$ cat src/rtl/johnson_ring_ctr.sv
// Johnson (twisted-ring) or one-hot ring counter with enable, direction, checked load,
// binary phase decode, terminal-count strobe and optional recovery from illegal states.
module johnson_ring_ctr #(
  parameter int unsigned N            = 4,
  parameter int unsigned MODE         = 0,
  parameter int unsigned SELF_CORRECT = 1,
  localparam int unsigned PW          = $clog2(2 * N)
) (
  input  logic          clk,
  input  logic          arst,
  input  logic          en,
  input  logic          dir,
  input  logic          load,
  input  logic [N-1:0]  load_val,
  output logic [N-1:0]  count,
  output logic [PW-1:0] phase,
  output logic          tc,
  output logic          load_err,
  output logic          illegal
);

  localparam logic [N-1:0] One    = {{(N - 1){1'b0}}, 1'b1};
  localparam logic [N-1:0] RstVal = (MODE == 0) ? {N{1'b0}} : One;
  localparam int unsigned  Last   = (MODE == 0) ? (2 * N - 1) : (N - 1);

  typedef struct packed {
    logic          ok;
    logic [PW-1:0] ph;
  } dec_t;

  // Maps a counter value to its phase; ok=0 (and ph=0) for any value outside the sequence.
  function automatic dec_t decode(input logic [N-1:0] v);
    dec_t          r;
    logic [N-1:0]  m;
    r = '0;
    if (MODE == 0) begin
      for (int k = 0; k <= int'(N); k++) begin
        m = (One << k) - One;
        if (v == m) begin
          r.ok = 1'b1;
          r.ph = PW'(k);
        end
        if (k > 0 && k < int'(N) && v == ~m) begin
          r.ok = 1'b1;
          r.ph = PW'(int'(N) + k);
        end
      end
    end else begin
      for (int k = 0; k < int'(N); k++) begin
        if (v == (One << k)) begin
          r.ok = 1'b1;
          r.ph = PW'(k);
        end
      end
    end
    return r;
  endfunction

  logic [N-1:0] count_q, count_d;
  logic         load_err_q, load_err_d;
  logic [N-1:0] shift_up, shift_dn;
  dec_t         cur_dec, ld_dec;

  always_comb begin
    cur_dec = decode(count_q);
    ld_dec  = decode(load_val);
  end

  always_comb begin
    if (MODE == 0) begin
      shift_up = {count_q[N-2:0], ~count_q[N-1]};
      shift_dn = {~count_q[0], count_q[N-1:1]};
    end else begin
      shift_up = {count_q[N-2:0], count_q[N-1]};
      shift_dn = {count_q[0], count_q[N-1:1]};
    end
  end

  always_comb begin
    count_d    = count_q;
    load_err_d = load & ~ld_dec.ok;
    if (SELF_CORRECT != 0 && !cur_dec.ok) begin
      count_d = RstVal;
    end else if (load && ld_dec.ok) begin
      count_d = load_val;
    end else if (en) begin
      count_d = dir ? shift_up : shift_dn;
    end
  end

  always_ff @(posedge clk or posedge arst) begin
    if (arst) begin
      count_q    <= RstVal;
      load_err_q <= 1'b0;
    end else begin
      count_q    <= count_d;
      load_err_q <= load_err_d;
    end
  end

  // An illegal value has no position in the sequence, so it is never terminal.
  always_comb begin
    count    = count_q;
    load_err = load_err_q;
    illegal  = ~cur_dec.ok;
    phase    = cur_dec.ph;
    tc       = en & ~load & cur_dec.ok &
               (dir ? (cur_dec.ph == PW'(Last)) : (cur_dec.ph == '0));
  end

endmodule
$ cat config.mk
export PLATFORM = sky130hd
export DESIGN_NAME = johnson_ring_ctr
export DESIGN_NICKNAME = d
export VERILOG_FILES = /design/src/rtl/johnson_ring_ctr.sv
export SDC_FILE = /design/constraint.sdc
export NUM_CORES = 1
export LEC_CHECK = 0
export CAP_MARGIN = 25
export CELL_PAD_IN_SITES_DETAIL_PLACEMENT = 1
export CELL_PAD_IN_SITES_GLOBAL_PLACEMENT = 1
export CORE_AREA = 2 2 41 43
export CTS_BUF_LIST = sky130_fd_sc_hd__clkbuf_4 sky130_fd_sc_hd__clkbuf_8
export DETAILED_ROUTE_END_ITERATION = 8
export DIE_AREA = 0 0 43 45
export PLACE_DENSITY = 0.91
export SLEW_MARGIN = 30
export SYNTH_ARGS = -nofsm -noshare
export SYNTH_HDL_FRONTEND = slang
export SYNTH_SLANG_ARGS = --single-unit
$ cat constraint.sdc
create_clock -name clk -period 2.9 [get_ports clk]
set_input_delay 0.29 -clock clk [delete_from_list [all_inputs] [get_ports clk]]
set_output_delay 0.29 -clock clk [all_outputs]
set_load 0.02 [all_outputs]
Word-level counts from Yosys, hierarchy flattened
Index checks and enable logic that the tools add are counted.
{"block": "classes", "eq_ne": 16, "muxes": 21, "bitwise": 9, "n_reduce_logical": 4}
{"operator": "4-bit 2-to-1 mux", "n": 20}
{"operator": "4-bit equality test, second input constant", "n": 8}
{"operator": "4-bit by 1-bit equality test with 1-bit output, second input constant", "n": 2}
{"operator": "4-bit by 2-bit equality test with 1-bit output, second input constant", "n": 2}
{"operator": "4-bit by 3-bit equality test with 1-bit output, second input constant", "n": 2}
{"operator": "4-bit zero test", "n": 2}
{"operator": "1-bit inverter", "n": 5}
{"operator": "1-bit AND", "n": 4}
{"operator": "3-bit equality test, second input constant", "n": 1}
{"operator": "3-bit zero test", "n": 1}
{"operator": "3-bit by 2-bit inequality test with 1-bit output, second input constant", "n": 1}
{"operator": "1-bit logical AND", "n": 1}
{"operator": "1-bit 2-to-1 mux", "n": 1}
{"block": "totals", "ff_bits": 5, "inputBits": 9, "out_inout_bits": 10, "word_cells": 52}

Depth between registers and ports, before layout
{"block": "logic_depth", "depth_word": 12, "depth_mapped": 5, "ltp_nobuf": 4}

Worst setup path before layout
No wires, ideal clock.
{"block": "synth_path", "path_type": "register -> output", "from": "register count_q[3], in the netlist count[3]", "to": "output illegal", "arrival_ps": 1272, "required_ps": 2610, "setup_slack_ps": 1338, "path_stages_with_launch": 4, "path_buffers": 0, "cell_sequence": "dfrtp_1 > nand2b_1 > o21ai_0 > o21ai_1"}
{"block": "synth_via", "elab_chain_cells": 10, "elab_cells_between_ends": 17, "cone_classes": "7 x eq/ne; 8 x mux; 1 x bitwise; 1 x reduce/logical"}
{"item": "from (decl)", "line_no": "59", "rtl": "logic [N-1:0] count_q, count_d;"}
{"item": "from (signal assigned)", "line_no": "93", "rtl": "count_q <= RstVal;"}
{"item": "from (signal assigned)", "line_no": "96", "rtl": "count_q <= count_d;"}
{"item": "4-bit zero test"}
{"item": "4-bit 2-to-1 mux (2 in a row)", "line_no": "39", "rtl": "if (v == m) begin"}
{"item": "4-bit 2-to-1 mux", "line_no": "43", "rtl": "if (k > 0 && k < int'(N) && v == ~m) begin"}
{"item": "4-bit 2-to-1 mux", "line_no": "39"}
{"item": "4-bit 2-to-1 mux", "line_no": "43"}
{"item": "4-bit 2-to-1 mux", "line_no": "39"}
{"item": "4-bit 2-to-1 mux", "line_no": "43"}
{"item": "4-bit 2-to-1 mux (*)", "line_no": "39"}
{"item": "1-bit inverter (*)", "line_no": "105", "rtl": "illegal = ~cur_dec.ok;"}
{"item": "to (decl)", "line_no": "19", "rtl": "output logic illegal"}
Mark *: on every way between the ends. The rest lies on a longest branch, timed or not.

Final worst setup path
Same ends and word-level chain as after synthesis.

==> metrics.yaml <==
grt:
  antenna_found_initial: 0
  grt-ovfl-total: 0
  grt_pass1_wl_um: 1880
  track_usage: 0.131
  grt_start_max_net_pins: 11
  grt_pass1_vias: 449
detailed_routing:
  firstDrtPassIters: 2
  routed_via_density: 5.15
  routed_wirelength_um: 1110
  final_antenna_net_count: 0
  drcViolationCount: 0
  wl_per_cell_um: 12.8
  vias: 448
  first_iter_violations: 2
worst_setup_path:
  cp.arrival_ns: 1.99
  end_kind: "output port"
  worstSetupStartpointType: "flip-flop"
  critical_path_class: "flip-flop to output port"
  cp.required_ns: 2.61
  crit_fanout: 8
placed_design:
  gp_congestion: 0.749
  port_buffers: 18
  dpl_cell_area_um2: 628
  hpwl_um: 938
floorplanning:
  die-area_mm2: 0.00194
  start_util: 0.303
  io_pins: 19
  die_w_um: 43
  core_mm2: 0.00147
  fp.dieH_um: 45
  rows: 14
synthesis:
  ys_seq_area_frac: 0.281
  ys_ff_latch: 5
  synth_cell_types: 21
  postSynthCellCount: 53
  synth_warnings: 0
  syn_nets: 62
  syn_avg_cell_area_um2: 8.40
  netlist_area_um2: 445
finish:
  fill_cells: 188
  diodes: 0
  drive_above_1_share: 0.113
  fin_nets: 81
  layout_commonest_cell: "clkdlybuf4s50_1"
  mostFrequentLayoutCells: "18 x clkdlybuf4s50_1, 5 x mux2i_1, 5 x nand2b_1, 5 x a21oi_1, 5 x dfrtp_1"
  multi_input_area_um2: 295
  final-seq-area_um2: 125
  area_growth_pct: 47.8
  stdcell_area_um2: 658
worst_hold_path:
  hold_path_class: "primary input to async pin"
timing:
  setup_tns_ns: 0
  max_freq_mhz: 438
  tightest_slew_ns: 0.394
  min_period_ns: 2.28
  hold_viol_final: 0
  maxSlewViolCount: 0
  rsz0062_at_grt: "false"
  post-route-period-util: 0.787
  finClkSkew_ns: 0.00194
  finalSetupViolCount: 0
  maxSlewHeadroom: 0.735
run:
  max_cap_violations: 0
clock_tree:
  cts_root_buffer: "clkbuf_4"
  clk_pin_slew_ns: 0.04
  cts_max_level: 1
  cts-resized-gates: 0
  cts_made_buffers: 3
  cts_tree: "done"
  cts_buffer_depth: 2
  worstSkewPairLatency_ns: 0.24
  holdBufCountCts: 0
  cts_setup_buffers: 0
  clock_sinks: 5
power_and_ir_drop:
  p_leak_nw: 0.271
  vdd_drop_max_mv: 0.586
  power_density_mw_per_mm2: 997
status:
  outcome: "complete, no violations"
-- Yosys cell counts, drive strengths merged --
library cell	instances	share of area
a211oi	1	0.028
a21oi	5	0.056
and2	1	0.017
buf	2	0.022
clkbuf	2	0.017
dfrtp	5	0.28
inv	2	0.017
mux2	1	0.034
mux2i	6	0.16
nand2	4	0.034
nand2b	5	0.070
nand3	4	0.045
nand3b	2	0.034
nor2	3	0.025
nor2b	1	0.014
nor3	1	0.011
o21ai	3	0.034
o221ai	3	0.059
xor2	2	0.039
-- routing by layer --
layer / wire, um / global-route usage
met5: 0 / 0
met4: 0 / 0.0182
met3: 51 / 0.0240
met2: 622 / 0.270
met1: 436 / 0.142
-- cells by family (layout without fill, tap and decap cells) --
logic type	count (synthesis)	in the layout	synth area share
xor+xnor	2	2	0.0393
mux	7	7	0.197
flops	5	5	0.281
buf+inv	6	24	0.0562
compound gates	12	12	0.177
simple gates	21	21	0.250
-- critical path: stages (launching register included) --
cell	delay [ns]
dfrtp_1	0.45
nand2b_1	0.17
o21ai_0	0.10
o21ai_1	0.35
clkdlybuf4s50_1	0.68
-- layout make-up --
| type | instances | area share |
|---|---|---|
| timing repair buffer | 18 | 0.274 |
| clock buffer | 4 | 0.0456 |
| tap | 16 | 0.0304 |
| multi-input combinational | 42 | 0.449 |
| sequential | 5 | 0.190 |
| inverter | 2 | 0.0114 |
-- worst paths after layout --
kind / from / to / slack [ns] / cells past startpoint
min in group clk: load_val[1] / count[1] / 0.71 / 3
worst max register to register: count[3] / count[1] / 1.60 / 4
max in group asynchronous: arst / count[3] / 2.49 / 2
worst min register to register: count[0] / count[0] / 0.80 / 2
worst min-delay path: arst / count[2] / 0.24 / 2
worst max-delay path: count[3] / illegal / 0.62 / 4
-- registers in the layout, summed over array words and instances, names as in the netlist --
signal,count
count,4
load_err,1
-- metrics by stage --
stage	hold slack (ns)	std cells	setup WS [ns]	power [mW]	util
CTS	0.242	87	0.590	0.666	0.447
global route	0.256	87	0.414	0.715	0.447
finish	0.243	87	0.617	0.656	0.447
floorplan	0.0685	53	1.34	0.393	-
global placement	0.494	83	0.873	0.563	0.427
detailed placement	0.500	83	0.789	0.574	0.427
-- report_power, final --
part,internal (mW),switching (mW)
Clock,0.0614,0.0288
Sequential,0.0966,0.0593
Combinational,0.201,0.209
No activity file was read; power rests on OpenSTA's default activity.
